==> src/rtl/fir_pkg.sv <==
// Shared definitions for the FIR datapath: per-sample resize modes and
// width helpers used to size intermediate arithmetic.
package fir_pkg;

    typedef enum logic [1:0] {
        MODE_WRAP    = 2'd0,
        MODE_SAT     = 2'd1,
        MODE_RND_SAT = 2'd2,
        MODE_USAT    = 2'd3
    } mode_e;

    function automatic int unsigned max_u(input int unsigned a, input int unsigned b);
        return (a > b) ? a : b;
    endfunction

    // Intermediate width: two guard bits cover the rounding carry and keep
    // zero-extended unsigned samples positive under signed arithmetic.
    function automatic int unsigned resize_width(input int unsigned in_w, input int unsigned out_w);
        return max_u(in_w, out_w) + 2;
    endfunction

endpackage

==> src/rtl/sat_clip.sv <==
// Combinational range check of a signed IN_W-bit value against an OUT_W-bit
// target, with wrap / signed saturate / unsigned saturate selection.
// Ports:
//   din    in   IN_W   value to resize (two's complement)
//   mode   in   2      resize mode (fir_pkg::mode_e)
//   dout_c out  OUT_W  resized value
//   ovf_c  out  1      value was outside the target range (wrapped or clipped)
module sat_clip
    import fir_pkg::*;
#(
    parameter int unsigned IN_W  = 34,
    parameter int unsigned OUT_W = 32
) (
    input  logic [IN_W-1:0]  din,
    input  mode_e            mode,
    output logic [OUT_W-1:0] dout_c,
    output logic             ovf_c
);

    if (IN_W < OUT_W + 2) begin : g_bad_width
        $error("sat_clip: IN_W must be at least OUT_W+2");
    end

    localparam logic [OUT_W-1:0] SMAX = {1'b0, {(OUT_W-1){1'b1}}};
    localparam logic [OUT_W-1:0] SMIN = {1'b1, {(OUT_W-1){1'b0}}};

    logic signed_fit_c;
    logic unsigned_fit_c;

    // Signed fit: all bits from the target sign bit upward agree.
    // Unsigned fit: nothing set above the target width (sign included).
    always_comb begin
        signed_fit_c   = (&din[IN_W-1:OUT_W-1]) | ~(|din[IN_W-1:OUT_W-1]);
        unsigned_fit_c = ~(|din[IN_W-1:OUT_W]);
    end

    // Select output and flag overflow.
    always_comb begin
        dout_c = din[OUT_W-1:0];
        ovf_c  = 1'b0;
        case (mode)
            MODE_WRAP: begin
                ovf_c = ~signed_fit_c;
            end
            MODE_SAT, MODE_RND_SAT: begin
                if (!signed_fit_c) begin
                    ovf_c  = 1'b1;
                    dout_c = din[IN_W-1] ? SMIN : SMAX;
                end
            end
            MODE_USAT: begin
                if (!unsigned_fit_c) begin
                    ovf_c  = 1'b1;
                    dout_c = '1;
                end
            end
            default: begin
                ovf_c = 1'b0;
            end
        endcase
    end

endmodule

==> src/rtl/sample_resize.sv <==
// Two-stage pipelined signed sample width converter with valid/ready
// handshaking. Stage 1 extends, optionally rounds and shifts; stage 2
// range-checks and wraps or clips. Overflow statistics are kept per sample.
// Ports:
//   clk, rst                 clock, synchronous active-high reset
//   in_data/in_mode/in_valid input sample, per-sample mode, valid
//   in_ready                 sample accepted this cycle (combinational from out_ready)
//   out_data/out_valid       resized sample and valid
//   out_ready                downstream accepts
//   ovf_sticky, clip_count   overflow flag and saturating overflow counter
//   clr_stats                synchronous clear of the statistics
module sample_resize
    import fir_pkg::*;
#(
    parameter int unsigned IN_WIDTH  = 5,
    parameter int unsigned OUT_WIDTH = 32,
    parameter int unsigned SHIFT     = 0,
    parameter int unsigned CNT_WIDTH = 16
) (
    input  logic                 clk,
    input  logic                 rst,
    input  logic [IN_WIDTH-1:0]  in_data,
    input  logic [1:0]           in_mode,
    input  logic                 in_valid,
    output logic                 in_ready,
    output logic [OUT_WIDTH-1:0] out_data,
    output logic                 out_valid,
    input  logic                 out_ready,
    output logic                 ovf_sticky,
    output logic [CNT_WIDTH-1:0] clip_count,
    input  logic                 clr_stats
);

    localparam int unsigned W = resize_width(IN_WIDTH, OUT_WIDTH);

    // Half-LSB of the shifted result; zero when there is no shift.
    localparam logic [W-1:0] RND_INC =
        (SHIFT > 0) ? (W'(1) << ((SHIFT > 0) ? (SHIFT - 1) : 0)) : W'(0);

    if (SHIFT >= IN_WIDTH || IN_WIDTH < 2 || OUT_WIDTH < 2) begin : g_illegal_param
        $error("sample_resize: requires SHIFT < IN_WIDTH and widths >= 2");
    end

    logic [W-1:0]         ext_c;
    logic [W-1:0]         sum_c;
    logic [W-1:0]         shr_c;
    logic                 s2_load_c;
    logic                 event_c;
    logic [OUT_WIDTH-1:0] clip_c;
    logic                 ovf_c;

    logic                 s1_valid;
    logic [W-1:0]         s1_data;
    mode_e                s1_mode;
    logic                 s2_valid;

    // Stage 1 arithmetic: extend, optional round-half-up, arithmetic shift.
    always_comb begin
        if (mode_e'(in_mode) == MODE_USAT) begin
            ext_c = W'(in_data);
        end else begin
            ext_c = W'($signed(in_data));
        end
        sum_c = ext_c;
        if (mode_e'(in_mode) == MODE_RND_SAT) begin
            sum_c = ext_c + RND_INC;
        end
        shr_c = W'($signed(sum_c) >>> SHIFT);
    end

    sat_clip #(
        .IN_W  (W),
        .OUT_W (OUT_WIDTH)
    ) u_sat_clip (
        .din    (s1_data),
        .mode   (s1_mode),
        .dout_c (clip_c),
        .ovf_c  (ovf_c)
    );

    // Handshake: stage 2 refills when empty or draining; stage 1 follows it.
    always_comb begin
        s2_load_c = ~s2_valid | out_ready;
        in_ready  = ~s1_valid | s2_load_c;
        event_c   = s2_load_c & s1_valid & ovf_c;
    end

    assign out_valid = s2_valid;

    // Pipeline registers and statistics; an overflow is counted on the single
    // cycle its sample moves into stage 2, so stalls cannot double count.
    always_ff @(posedge clk) begin
        if (rst) begin
            s1_valid   <= 1'b0;
            s1_data    <= '0;
            s1_mode    <= MODE_WRAP;
            s2_valid   <= 1'b0;
            out_data   <= '0;
            ovf_sticky <= 1'b0;
            clip_count <= '0;
        end else begin
            if (in_ready) begin
                s1_valid <= in_valid;
                if (in_valid) begin
                    s1_data <= shr_c;
                    s1_mode <= mode_e'(in_mode);
                end
            end
            if (s2_load_c) begin
                s2_valid <= s1_valid;
                if (s1_valid) begin
                    out_data <= clip_c;
                end
            end
            if (clr_stats) begin
                ovf_sticky <= 1'b0;
                clip_count <= '0;
            end else if (event_c) begin
                ovf_sticky <= 1'b1;
                if (clip_count != {CNT_WIDTH{1'b1}}) begin
                    clip_count <= clip_count + CNT_WIDTH'(1);
                end
            end
        end
    end

endmodule

==> config.mk <==
export PLATFORM = sky130hd
export DESIGN_NAME = sample_resize
export DESIGN_NICKNAME = d
export VERILOG_FILES = /design/src/rtl/fir_pkg.sv /design/src/rtl/sat_clip.sv /design/src/rtl/sample_resize.sv
export SDC_FILE = /design/constraint.sdc
export NUM_CORES = 1
export LEC_CHECK = 0
export CAP_MARGIN = 20
export CORE_MARGIN = 5
export CORE_UTILIZATION = 48
export DETAILED_ROUTE_END_ITERATION = 8
export PLACE_DENSITY = 0.82
export REMOVE_ABC_BUFFERS = 1
export SLEW_MARGIN = 10
export SYNTH_ARGS = -nofsm -noshare
export SYNTH_HDL_FRONTEND = slang
export SYNTH_SLANG_ARGS = --single-unit
export TNS_END_PERCENT = 20
==> constraint.sdc <==
create_clock -name clk -period 5.7 [get_ports clk]
set_input_delay 1.14 -clock clk [delete_from_list [all_inputs] [get_ports clk]]
set_output_delay 1.14 -clock clk [all_outputs]
set_load 0.02 [all_outputs]
==> impl_metrics.csv <==
group,metric,value,unit
placed_design,io_buffers,62,
floorplanning,fp-row-count,22,
worst_setup_path,start_kind,"input pin",
cells_and_area,nets,265,
detailed_routing,first_iter_violations,176,
hold_path,holdPathStages,2,
synthesis,synth.ff_latch_count,33,
hold_path,min_path_type,"flop to flop",
power_and_ir_drop,power,449.6,uW
detailed_routing,vias,1665,
clock_network,htreeDepth,2,
power_and_ir_drop,clkPwrFrac,37.7,%
floorplanning,pin_count,63,
synthesis,synth_cell_types,34,
grt,grt_max_degree,29,
detailed_routing,wl_per_cell,13.51,um
grt,grt_usage,17.18,%
placed_design,dp_hpwl,2.917,mm
sta,max_slew_margin,49.05,%
detailed_routing,dr.pass1.iters,4,
grt,antenna_found_initial,0,
detailed_routing,drc_errors,0,
sta,fin_crit,3779,ps
clock_network,cts_sinks,33,
cells_and_area,antenna_cells,0,
sta,clock.fmax,264.6,MHz
power_and_ir_drop,pwr_density_cell,198.4,nW/um^2
job,maxCapViolCount,0,
power_and_ir_drop,worst_ir_drop_vdd,0.0001203,V
synthesis,yosysSeqAreaShare,37.80,%
clock_network,clk_pin_slew_worst_paths,70,ps
clock_network,cts_setup_buffers,0,
worst_setup_path,worstPathMaxFanout,11,
sta,worstMarginPinSlew,763.3,ps
detailed_routing,vias_per_cell,5.569,
clock_network,clk_latency,290,ps
sta,fin_tns_setup,0,ps
worst_setup_path,worst-setup-path-type,"input pin to output port",
grt,grt_pass1_vias,1630,
synthesis,yosysWarningCount,0,
worst_setup_path,cp-end-kind,"output port",
run_status,status,"finished clean",
sta,maxSlewViolCount,0,
worst_setup_path,cp.required,4560,ps
clock_network,cts_tree,"yes",
grt,grt-ovfl-total,0,
cells_and_area,n_fill_cell,316,
detailed_routing,routed_wl,4.040,mm
placed_design,gp_congestion,0.8164,
power_and_ir_drop,sequentialPowerShare,53.2,%
power_and_ir_drop,p_sw_share,24.50,%
cells_and_area,final_cell_area,2266,um^2
floorplanning,die_x,70.35,um
synthesis,syn_inst,217,
cells_and_area,seqCellArea,660.6,um^2
power_and_ir_drop,intPower,339.5,uW
clock_network,cts.hold.buffers_added,0,
floorplanning,start_util,48.47,%
power_and_ir_drop,p_leak,0.7113,nW
power_and_ir_drop,combPwrFrac,9.1,%
sta,clock_skew,9.827,ps
worst_setup_path,r2r_cells,5,
placed_design,placed_cell_area,2183,um^2
clock_network,cts_resized,0,
floorplanning,dieArea,4948,um^2
worst_setup_path,cp_data_arrival_time,2640,ps
clock_network,cts_buffers,5,
cells_and_area,multi_input_area,815.8,um^2
floorplanning,coreArea,3606,um^2
cells_and_area,drive_gt1_share,4.781,%
power_and_ir_drop,netSwitchingPower,110.1,uW
cells_and_area,area_delta_synth_final,29.63,%
sta,min_period_over_period,66.30,%
clock_network,cts_root_buf,"clkbuf_8",
floorplanning,die_h,70.35,um
sta,setup_violations,0,
detailed_routing,ant_nets,0,
grt,grt_pass1_wl,6.948,mm
sta,grt_setup_unrepaired,"false",
clock_network,cts_buffer_depth,2,
synthesis,syn_area,1748,um^2
synthesis,synth_area_per_cell,8.055,um^2
sta,hold_viol,0,
## logic make-up (layout without fill, tap and decap cells)
logic type | Yosys count | count (layout) | share of synthesized area [%]
multiplexers | 1 | 1 | 0.5727
adder cells (fa/ha/maj) | 3 | 3 | 2.148
flip-flops | 33 | 33 | 37.80
AO/OA/AOI/OAI | 51 | 51 | 17.18
buffers and inverters | 42 | 76 | 15.53
AND/OR/NAND/NOR | 87 | 87 | 26.77
## synth_stat cells (all sizes together)
cell type | count | area share (%)
ha | 3 | 2.1
a311oi | 1 | 0.50
nor4 | 3 | 1.1
buf | 30 | 13
o21ai | 8 | 2.3
mux2i | 1 | 0.57
and3 | 1 | 0.36
or4 | 10 | 4.3
and2 | 1 | 0.36
dfxtp | 33 | 38
nor2b | 1 | 0.36
a21oi | 28 | 8.0
nand3 | 15 | 4.3
a22oi | 1 | 0.43
inv | 5 | 1.1
nand2 | 24 | 5.2
clkbuf | 7 | 1.5
o41ai | 1 | 0.50
nand3b | 1 | 0.43
or2 | 1 | 0.36
nor2 | 6 | 1.3
and4 | 2 | 1.0
o41a | 1 | 0.64
a31o | 1 | 0.50
nand4 | 9 | 3.2
nand2b | 2 | 0.72
nor3 | 5 | 1.4
o31ai | 10 | 4.3
or3 | 6 | 2.4
## registers in the layout (all words and copies together), names as in the netlist
name and cells:
clip_count 16, out_data 6, out_valid 1, ovf_sticky 1, s1_data 6, s1_mode 2, s1_valid 1
## layer usage
metal  track usage [%]  wire, um
met2             26.92      1827
met3             8.345       420
met5                 0         0
met4             6.809        68
met1             19.98      1724
## through the flow
| step | hold slack [ps] | std cells | util (%) | setup slack [ps] |
|---|---|---|---|---|
| after floorplan | 427.1 | 180 | - | 800.8 |
| after detailed placement | 444.2 | 291 | 60.55 | 1927 |
| after CTS | 453.3 | 299 | 62.84 | 1919 |
| after global routing | 478.8 | 299 | 62.84 | 1819 |
| final | 454.0 | 299 | 62.84 | 1921 |
| after global placement | 439.2 | 291 | 60.55 | 1933 |
## layout by cell type, fill, tap and decap left out, drive strengths merged, types with 2 or more instances in the layout
master,Yosys,final
clkbuf,7,6
nand2b,2,2
o21ai,8,8
dfxtp,33,33
clkdlybuf4s50,0,62
nor3,5,5
nand4,9,9
ha,3,3
clkinv,0,2
o31ai,10,10
and4,2,2
or3,6,6
or4,10,10
inv,5,5
nor2,6,6
nand2,24,24
a21oi,28,28
nand3,15,15
nor4,3,3
## final timing paths
kind	start	to	slack [ps]
setup / recovery	out_ready	in_ready	1920
hold / removal	s1_data[0]	s1_data[0]	450
setup reg to reg	clip_count[0]	clip_count[14]	3750
hold reg to reg	s1_data[0]	s1_data[0]	450
## cell type report
type / count / area share [%]
Timing Repair Buffer: 63 / 27.72
Sequential cell: 33 / 29.16
Multi-Input combinational cell: 142 / 36.00
Inverter: 5 / 0.8283
Clock inverter: 2 / 0.4417
Clock buffer: 6 / 3.203
Tap cell: 48 / 2.650
## power by group through the flow
stage / Sequential, mW / Clock, mW / Combinational, mW
6_report: 0.239 / 0.169 / 0.0410
2_1_floorplan: 0.250 / 0 / 0.0124
5_1_grt: 0.240 / 0.186 / 0.0453
4_1_cts: 0.239 / 0.174 / 0.0415
3_5_place_dp: 0.244 / 0 / 0.0412
3_3_place_gp: 0.244 / 0 / 0.0407
## critical path: stages
cell	delay (ps)
clkdlybuf4s50_1	480
nand3b_1	320
clkdlybuf4s50_1	690
Note: power is estimated with default switching activity, not from simulation.
